<file path="src/rtl/phj_pkg.sv">
// Shared types and helpers for the partitioned hash join fabric.
package phj_pkg;

    typedef enum logic [1:0] {
        INIT = 2'd0,
        WORK = 2'd1,
        DONE = 2'd2
    } gate_state_t;

    localparam int TAG_W    = 32;
    localparam int SERIAL_W = 64;

    function automatic logic [31:0] sat_inc32(input logic [31:0] v);
        if (v == 32'hFFFF_FFFF) begin
            return v;
        end else begin
            return v + 32'd1;
        end
    endfunction

endpackage

</file>
<file path="src/rtl/gate_skid_buffer.sv">
// Two-entry FIFO decoupling the radix gate's grant path from downstream ready.
module gate_skid_buffer #(
    parameter int W = 8
) (
    input  logic         clk,
    input  logic         resetn,
    input  logic         push,
    input  logic [W-1:0] push_data,
    input  logic         pop,
    output logic [W-1:0] head,
    output logic [1:0]   count
);

    logic [W-1:0] mem_r [2];
    logic         wr_ptr_r;
    logic         rd_ptr_r;
    logic [1:0]   count_r;
    logic         do_push_s;
    logic         do_pop_s;

    assign do_push_s = push && (count_r != 2'd2);
    assign do_pop_s  = pop && (count_r != 2'd0);

    // Storage, pointers and occupancy; simultaneous push/pop leaves count unchanged.
    always_ff @(posedge clk or negedge resetn) begin
        if (!resetn) begin
            mem_r[0] <= '0;
            mem_r[1] <= '0;
            wr_ptr_r <= 1'b0;
            rd_ptr_r <= 1'b0;
            count_r  <= 2'd0;
        end else begin
            if (do_push_s) begin
                mem_r[wr_ptr_r] <= push_data;
                wr_ptr_r        <= ~wr_ptr_r;
            end
            if (do_pop_s) begin
                rd_ptr_r <= ~rd_ptr_r;
            end
            case ({do_push_s, do_pop_s})
                2'b10:   count_r <= count_r + 2'd1;
                2'b01:   count_r <= count_r - 2'd1;
                default: count_r <= count_r;
            endcase
        end
    end

    assign head  = mem_r[rd_ptr_r];
    assign count = count_r;

endmodule

</file>
<file path="src/rtl/radix_gate.sv">
// Radix routing gate: round-robin accepts tuples whose tag radix matches ID,
// forwards them through a skid buffer and signals end-of-phase once drained.
module radix_gate
    import phj_pkg::*;
#(
    parameter int INPUT_SIZE   = 64,
    parameter int NUM_IN       = 4,
    parameter int RADIX_BITS   = 2,
    parameter int DECISION_LSB = 0,
    parameter int ID           = 0
) (
    input  logic                                clk,
    input  logic                                resetn,
    input  logic [NUM_IN-1:0]                   in_valid,
    output logic [NUM_IN-1:0]                   in_ready,
    input  logic [NUM_IN-1:0][INPUT_SIZE-1:0]   in_data,
    input  logic [NUM_IN-1:0][31:0]             in_tag,
    input  logic [NUM_IN-1:0][63:0]             in_serialnum,
    input  logic [NUM_IN-1:0]                   in_was_joined,
    input  logic [NUM_IN-1:0]                   in_last_processed,
    input  logic                                ready_4_output,
    output logic                                out_valid,
    output logic [INPUT_SIZE-1:0]               out_data,
    output logic [31:0]                         out_tag,
    output logic [63:0]                         out_serialnum,
    output logic                                out_was_joined,
    output logic                                out_last_processed,
    output logic [31:0]                         tuple_count
);

    localparam int PTR_W = (NUM_IN > 1) ? $clog2(NUM_IN) : 1;

    typedef struct packed {
        logic [INPUT_SIZE-1:0] data;
        logic [TAG_W-1:0]      tag;
        logic [SERIAL_W-1:0]   serialnum;
        logic                  was_joined;
    } tuple_t;

    gate_state_t      state_r;
    gate_state_t      state_next_s;
    logic [PTR_W-1:0] rr_ptr_r;
    logic [PTR_W-1:0] grant_idx_s;
    logic             grant_valid_s;
    logic [NUM_IN-1:0] match_s;
    logic [NUM_IN-1:0] in_ready_s;
    logic             space_s;
    logic             pop_s;
    logic             olp_r;
    logic [31:0]      tuple_count_r;
    logic [1:0]       count_s;
    tuple_t           push_tuple_s;
    tuple_t           head_s;

    // Per-channel radix match against this gate's partition index.
    always_comb begin
        match_s = '0;
        for (int i = 0; i < NUM_IN; i++) begin
            match_s[i] = in_valid[i] &&
                         (in_tag[i][DECISION_LSB +: RADIX_BITS] == RADIX_BITS'(ID));
        end
    end

    // Space comes from registered occupancy only, keeping in_ready off the downstream path.
    assign space_s = (count_s != 2'd2);

    // Round-robin search starting at rr_ptr, first match wins.
    always_comb begin
        int  idx_v;
        logic hit_v;
        grant_valid_s = 1'b0;
        grant_idx_s   = '0;
        idx_v         = 0;
        hit_v         = 1'b0;
        if (space_s && (state_r == WORK)) begin
            for (int k = 0; k < NUM_IN; k++) begin
                idx_v         = (int'(rr_ptr_r) + k) % NUM_IN;
                hit_v         = match_s[PTR_W'(idx_v)] && !grant_valid_s;
                grant_idx_s   = hit_v ? PTR_W'(idx_v) : grant_idx_s;
                grant_valid_s = grant_valid_s || hit_v;
            end
        end else begin
            grant_valid_s = 1'b0;
            grant_idx_s   = '0;
        end
    end

    // One-hot ready to the granted channel.
    always_comb begin
        in_ready_s = '0;
        if (grant_valid_s) begin
            in_ready_s[grant_idx_s] = 1'b1;
        end else begin
            in_ready_s = '0;
        end
    end

    // Gather the granted channel's tuple for the buffer.
    always_comb begin
        push_tuple_s.data       = in_data[grant_idx_s];
        push_tuple_s.tag        = in_tag[grant_idx_s];
        push_tuple_s.serialnum  = in_serialnum[grant_idx_s];
        push_tuple_s.was_joined = in_was_joined[grant_idx_s];
    end

    // Phase state: drained means every channel finished, nothing valid, buffer empty.
    always_comb begin
        state_next_s = state_r;
        case (state_r)
            INIT: state_next_s = WORK;
            WORK: begin
                if ((&in_last_processed) && !(|in_valid) && (count_s == 2'd0)) begin
                    state_next_s = DONE;
                end else begin
                    state_next_s = WORK;
                end
            end
            DONE: begin
                if (!(&in_last_processed)) begin
                    state_next_s = WORK;
                end else begin
                    state_next_s = DONE;
                end
            end
            default: state_next_s = INIT;
        endcase
    end

    // State, round-robin pointer, end-of-phase flag and saturating tuple counter.
    always_ff @(posedge clk or negedge resetn) begin
        if (!resetn) begin
            state_r       <= INIT;
            rr_ptr_r      <= '0;
            olp_r         <= 1'b0;
            tuple_count_r <= 32'd0;
        end else begin
            state_r <= state_next_s;
            olp_r   <= (state_next_s == DONE);
            if (grant_valid_s) begin
                rr_ptr_r <= (grant_idx_s == PTR_W'(NUM_IN - 1)) ? '0 : grant_idx_s + PTR_W'(1);
            end
            if (pop_s) begin
                tuple_count_r <= sat_inc32(tuple_count_r);
            end
        end
    end

    gate_skid_buffer #(
        .W($bits(tuple_t))
    ) u_skid (
        .clk       (clk),
        .resetn    (resetn),
        .push      (grant_valid_s),
        .push_data (push_tuple_s),
        .pop       (pop_s),
        .head      (head_s),
        .count     (count_s)
    );

    assign pop_s              = out_valid && ready_4_output;
    assign in_ready           = in_ready_s;
    assign out_valid          = (count_s != 2'd0);
    assign out_data           = head_s.data;
    assign out_tag            = head_s.tag;
    assign out_serialnum      = head_s.serialnum;
    assign out_was_joined     = head_s.was_joined;
    assign out_last_processed = olp_r;
    assign tuple_count        = tuple_count_r;

endmodule

</file>
<file path="config.mk">
export PLATFORM = sky130hd
export DESIGN_NAME = radix_gate
export DESIGN_NICKNAME = d
export VERILOG_FILES = /design/src/rtl/phj_pkg.sv /design/src/rtl/gate_skid_buffer.sv /design/src/rtl/radix_gate.sv
export SDC_FILE = /design/constraint.sdc
export NUM_CORES = 1
export LEC_CHECK = 0
export CAP_MARGIN = 20
export CORE_AREA = 2 2 329 331
export CTS_CLUSTER_DIAMETER = 60
export DETAILED_ROUTE_END_ITERATION = 8
export DIE_AREA = 0 0 331 333
export GPL_TIMING_DRIVEN = 1
export PLACE_DENSITY_LB_ADDON = 0.1
export SYNTH_ARGS = -nofsm -noshare
export SYNTH_HDL_FRONTEND = slang
export SYNTH_SLANG_ARGS = --single-unit
</file>
<file path="constraint.sdc">
create_clock -name clk -period 3.75 [get_ports clk]
set_input_delay 0.9375 -clock clk [delete_from_list [all_inputs] [get_ports clk]]
set_output_delay 0.9375 -clock clk [all_outputs]
set_load 0.005 [all_outputs]
</file>
== Word-level counts from Yosys, hierarchy flattened ==
Index checks and enable logic that the tools add are counted.

* Muxes and demuxes: 40
* Equality and inequality tests: 8
* Add/sub/neg operators: 7
* Reductions and logical operators: 33
* Bitwise operators: 5
* Magnitude comparators: 9

{| class="wikitable"
|+ Operator list
! operator !! count
|-
| $mux W161 || 4
|-
| $bwmux W322 || 1
|-
| $bmux W64 S2 || 2
|-
| $demux W161 S1 || 1
|-
| $mux W64 || 2
|-
| $bmux W32 S2 || 1
|-
| $add A32 B1 Y32 const B || 1
|-
| $eq A32 B32 Y1 const B || 1
|-
| $mux W32 || 1
|-
| $lt A2 B4 Y1 const B || 4
|-
| $mux W2 || 8
|-
| $logic_and A1 B1 Y1 || 15
|-
| $logic_not A2 Y1 || 6
|-
| $mux W1 || 11
|-
| $bmux W1 S2 || 5
|-
| $eq A2 B2 Y1 const B || 4
|-
| $add A2 B1 Y2 const B || 3
|-
| $pmux W2 S3 || 1
|-
| $add A2 B2 Y2 const B || 2
|-
| $eq A2 B1 Y1 const B || 2
|-
| $ge A2 B2 Y1 const B || 2
|-
| $logic_not A1 Y1 || 4
|-
| $mux W4 || 1
|-
| $not A1 Y2 || 2
|-
| 13 further kinds || 18
|}

* Register bits after elaboration: 363
* Logic and storage cells: 111

== Longest topological paths before layout ==
* Depth in word-level cells: 20
* Depth in mapped cells: 11
* Depth with buffers taken out: 8

== Cells and area by module ==
A second synthesis with hierarchy kept.

* Cells, all modules: 1,267
* Area, all modules: 20,868.8 um2

{| class="wikitable"
|+ By module, submodules not included
! module !! times used !! area an instance (um2) !! sequential area each (um2) !! cells an instance
|-
| gate_skid_buffer || 1 || 14,994.4 || 8,157.8 || 875
|-
| radix_gate || 1 || 5,874.4 || 925.9 || 392
|}

== Worst setup path after synthesis ==
OpenSTA, ideal clock, no wires.

* Path kind: input port to output port
* From: input in_tag[32] (netlist name)
* To: output in_ready[2]
* Required time: 2,812 ps
* Arrival time: 2,656 ps
* Setup slack: 157 ps
* Cell stages on the path: 9
* Cells stage by stage: or3b_1 and4_1 o311ai_1 buf_4 buf_8 buf_6 inv_1 ha_1 and2_1

* Word-level cells in the longest chain between the ends: 20
* Elaborated cells between the ends (all ways): 35
* Classes of those cells: order compare: 2; mux: 21; reduce/logical: 12

{| class="wikitable"
|+ RTL lines
! what !! line !! text
|-
| start, declared || radix_gate.sv:17 || <nowiki>input logic [NUM_IN-1:0][31:0] in_tag,</nowiki>
|-
| $logic_not A2 Y1 * || radix_gate.sv:60 || <nowiki>(in_tag[i][DECISION_LSB +: RADIX_BITS] == RADIX_BITS'(ID));</nowiki>
|-
| $logic_and A1 B1 Y1 * || radix_gate.sv:59 || <nowiki>match_s[i] = in_valid[i] &&</nowiki>
|-
| $bmux W1 S2 || radix_gate.sv:78 || <nowiki>hit_v = match_s[PTR_W'(idx_v)] && !grant_valid_s;</nowiki>
|-
| $mux W1 (not written as such) (2 in series) || radix_gate.sv:78 ||
|-
| $logic_not A1 Y1 || radix_gate.sv:78 ||
|-
| $logic_and A1 B1 Y1 || radix_gate.sv:78 ||
|-
| $logic_or A1 B1 Y1 || radix_gate.sv:80 || <nowiki>grant_valid_s = grant_valid_s || hit_v;</nowiki>
|-
| $logic_not A1 Y1 || radix_gate.sv:78 ||
|-
| [... 3 more ...] || -- ||
|-
| $logic_and A1 B1 Y1 || radix_gate.sv:78 ||
|-
| $mux W2 || radix_gate.sv:79 || <nowiki>grant_idx_s = hit_v ? PTR_W'(idx_v) : grant_idx_s;</nowiki>
|-
| $mux W2 || radix_gate.sv:75 || <nowiki>if (space_s && (state_r == WORK)) begin</nowiki>
|-
| $lt A2 B3 Y1 (not written as such) / $ge A2 B1 Y1 (equally long branches) || radix_gate.sv:92 || <nowiki>in_ready_s[grant_idx_s] = 1'b1;</nowiki>
|-
| $logic_and A1 B1 Y1 (not written as such) || radix_gate.sv:92 ||
|-
| $mux W1 (not written as such) || radix_gate.sv:92 ||
|-
| $demux W1 S2 || radix_gate.sv:92 ||
|-
| $mux W4 * || radix_gate.sv:91 || <nowiki>if (grant_valid_s) begin</nowiki>
|-
| end, declared || radix_gate.sv:15 || <nowiki>output logic [NUM_IN-1:0] in_ready,</nowiki>
|}

Mark *: on every way between the ends. The rest lies on a longest branch, timed or not. The select of a mux whose other input is x is not followed.

== Final worst setup path ==
* From: input in_valid[1]
* To: output in_ready[2]

* Word-level cells in the longest chain between the ends: 19
* Elaborated cells between the ends (all ways): 34
* Classes of those cells: order compare: 2; mux: 21; reduce/logical: 11

{| class="wikitable"
|+ RTL lines
! what !! line !! text
|-
| start, declared || radix_gate.sv:14 || <nowiki>input logic [NUM_IN-1:0] in_valid,</nowiki>
|-
| $logic_and A1 B1 Y1 * || radix_gate.sv:59 ||
|-
| $bmux W1 S2 || radix_gate.sv:78 ||
|-
| $mux W1 (not written as such) (2 in series) || radix_gate.sv:78 ||
|-
| $logic_not A1 Y1 || radix_gate.sv:78 ||
|-
| $logic_and A1 B1 Y1 || radix_gate.sv:78 ||
|-
| $logic_or A1 B1 Y1 || radix_gate.sv:80 ||
|-
| $logic_not A1 Y1 || radix_gate.sv:78 ||
|-
| $logic_and A1 B1 Y1 || radix_gate.sv:78 ||
|-
| [... 2 more ...] || -- ||
|-
| $logic_and A1 B1 Y1 || radix_gate.sv:78 ||
|-
| $mux W2 || radix_gate.sv:79 ||
|-
| $mux W2 || radix_gate.sv:75 ||
|-
| $lt A2 B3 Y1 (not written as such) / $ge A2 B1 Y1 (equally long branches) || radix_gate.sv:92 ||
|-
| $logic_and A1 B1 Y1 (not written as such) || radix_gate.sv:92 ||
|-
| $mux W1 (not written as such) || radix_gate.sv:92 ||
|-
| $demux W1 S2 || radix_gate.sv:92 ||
|-
| $mux W4 * || radix_gate.sv:91 ||
|}

Marked as above.

==> key figures <==
Synth
  • Post-synth top cells: mux2i_1 (477), mux2_2 (402), dfrtp_1 (363)
  • Cell taking the most area after synthesis: dfrtp_1
  • Post-synth top flop: dfrtp_1
  • Post-synthesis sequential area ratio: 43.3%
  • Synth top area share: 43.3%
  • YS warnings: 0
  • Post-synth cell types: 44
  • Ys async rst share: 100%
  • Post-Syn Nets: 2263
  • Flops & latches, synth: 363
  • Ranking of synthesized cells by area: dfrtp_1 (43%), mux2i_1 (23%), mux2_2 (22%)
  • Post-synth EDFFs: 0
  • Mapped Area: 21000 µm²
  • Top-count cell post-synth: mux2i_1
  • Avg Cell Area, Syn: 13.1 µm²
  • Cells after Synth: 1602

Flow run
  • Max-cap violations: 0

Min path
  • Min-Delay Path Class: in -> async

Timing
  • Pins over their slew limit: 0
  • Period utilisation layout: 97.6%
  • Unrepaired setup endpoints after global routing: false
  • Worst-Margin Slew: 721 ps
  • Clk_skew: 16.1 ps
  • Peak Freq: 273 MHz
  • Final worst slack: 88.8 ps
  • Final Critical Period: 3660 ps
  • Final setup fails: 0
  • Final hold violations: 0
  • Slew HR: 51.9%
  • Hold WS: 297 ps

Drt
  • Routed wire length: 80000 µm
  • Initial DRC count: 325
  • DR WL/cell: 20.2 µm
  • Met2 WL: 43300 µm
  • Routed Antenna Nets: 0
  • DRC errors left: 0
  • Routed metal-1 wirelength: 30200 µm
  • Drt first pass iters: 4
  • WL met3: 5240 µm
  • Top layer in use: met4
  • Routed via count: 16261
  • Vias per inst: 4.11

Place
  • Buffers added on ports: 853
  • Pre-CTS setup slack: -746 ps
  • Dpl cell area: 32000 µm²
  • Hpwl dp: 62800 µm
  • GP Congestion: 0.792

Cells and area
  • Fillers: 10723
  • Nets: 3182
  • Fin area: 33800 µm²
  • Syn-to-layout area delta: 61.1%
  • Layout cells sized above 1: 24.7%

Worst setup path
  • Type of origin of the critical path: input pin
  • Reg2reg end: u_skid.mem_r[172]
  • CP Class: in -> out
  • R2r setup slk: 390 ps
  • CP arrival: 2720 ps
  • Worst r2r src: rr_ptr_r[0]
  • Crit. End Element: primary output
  • FF-to-FF path depth: 10
  • Worst EP required: 2810 ps
  • Critical path peak fanout: 4

Floorplanning
  • IO Pins: 854
  • Num rows: 120
  • Starting Density: 19.7%
  • Die Y-Extent: 333 µm
  • Core area: 107000 µm²
  • Chip width: 331 µm
  • Die area: 110000 µm²

GRT
  • Largest net degree at the start of global routing: 72
  • First-pass GRT wire length: 115000 µm
  • Global route total overflow: 0
  • Vias in the first global route: 18006
  • GRT Util Overall: 13.9%
  • Initial antenna violation count: 2

CTS
  • CTS sink count: 363
  • Worst skew pair latency: 590 ps
  • Num CTS Buffers: 51
  • CTS root buf: clkbuf_16
  • Clock Path Buffers: 3
  • H-tree Lvls: 2
  • TritonCTS clock tree: done
  • Clk slew on worst S/H paths: 50 ps

Pwr
  • Leakage power: 15.8 nW
  • Pwr Density: 722 nW/µm²
  • Maximum vdd drop: 0.310 mV
  • Design Power: 0.0244 W

Status
  • Status: complete, no violations
==> timing repair <==
action	4_1_cts	5_1_grt
buffers inserted	7	0
hold endpoints to repair	0	0
endpoints found under the setup margin	20	8
resized for setup	47	10
cloned	0	1
pin swaps	10	7
hold buffers	0	0
==> cell usage in the layout (no fill, tap or decap), types with 6 or more instances in the layout <==
cell type	Yosys	final
inv_1	10	9
mux2_2	402	402
xnor2_1	20	20
xor2_1	14	14
nor3_1	6	6
nor2b_1	6	6
dlygate4sd2_1	0	10
nor2_1	16	16
clkbuf_16	0	53
clkbuf_1	30	7
dfrtp_1	363	362
buf_12	0	31
nand2_1	21	20
nand3_1	10	10
mux2i_1	477	477
clkbuf_8	0	7
clkdlybuf4s50_1	0	836
mux2_1	78	78
nand4_1	7	7
clkinv_2	0	7
buf_4	16	86
and2_1	10	9
==> stage by stage <==
step           utilization (%)  std cells  setup TNS (ps)
2_1_floorplan                -       1602               0
3_3_place_gp              30.0       3865         -126540
3_5_place_dp              30.0       3865         -121120
4_1_cts                   31.7       3958           -5.11
5_1_grt                   31.7       3958               0
6_report                  31.7       3959               0
==> state kept, by name (all words and copies together), names as in the netlist <==
| name | count |
|---|---|
| out_last_processed | 1 |
| rr_ptr_r | 2 |
| state_r | 2 |
| tuple_count | 32 |
| u_skid.count | 2 |
| u_skid.mem_r | 322 |
| u_skid.rd_ptr_r | 1 |
| u_skid.wr_ptr_r | 1 |
==> logic make-up after synthesis <==
logic type                 synth area share (%)
muxes                                      48.5
AOI/OAI and AO/OA                         0.530
DFF                                        43.3
adders and majority gates                 0.357
buffers and inverters                      3.02
xor gates and xnor gates                   1.42
and+or+nand+nor                            2.94
==> critical path: stages <==
cell and delay, ps:
dlygate4sd2_1 210, or3b_4 410, and4_4 230, o311ai_4 290
inv_1 100, buf_4 140, ha_1 160, and2_1 120
buf_2 120
==> worst max-delay path by stage <==
stage,endpoint,slack [ps],startpoint
after floorplan,in_ready[2],160,in_tag[32]
after global placement,u_skid.mem_r[207],-720,in_valid[1]
after detailed placement,u_skid.mem_r[207],-750,in_valid[1]
after CTS,in_ready[1],-5,in_valid[1]
after global routing,in_ready[3],20,in_valid[1]
final,in_ready[2],90,in_valid[1]
==> per-layer routing <==
metal	vias to the layer above	track usage, %
met5	-	0
met4	0	2.75
met3	72	3.35
met2	475	26.8
met1	7984	15.1
li1	7730	-
==> power breakdown <==
group          internal [W]  total [W]  switching (W)
Sequential          0.00579    0.00674       0.000951
Clock               0.00301    0.00483        0.00182
Combinational       0.00760     0.0129        0.00526
Total                0.0164     0.0244        0.00803
==> final cells by class <==
cell class / instances / area, µm² / share of cell area [%]
Multi-Input combinational cell: 1122 / 11400 / 33.7
Timing Repair Buffer: 973 / 9840 / 29.1
Clock buffer: 66 / 1420 / 4.21
Tap cell: 1403 / 1760 / 5.19
Clock inverter: 21 / 269 / 0.795
Antenna cell: 1 / 2.50 / 0.00740
Sequential cell: 363 / 9090 / 26.9
Inverter: 10 / 40.0 / 0.118
No activity file was read; power rests on OpenSTA's default activity.
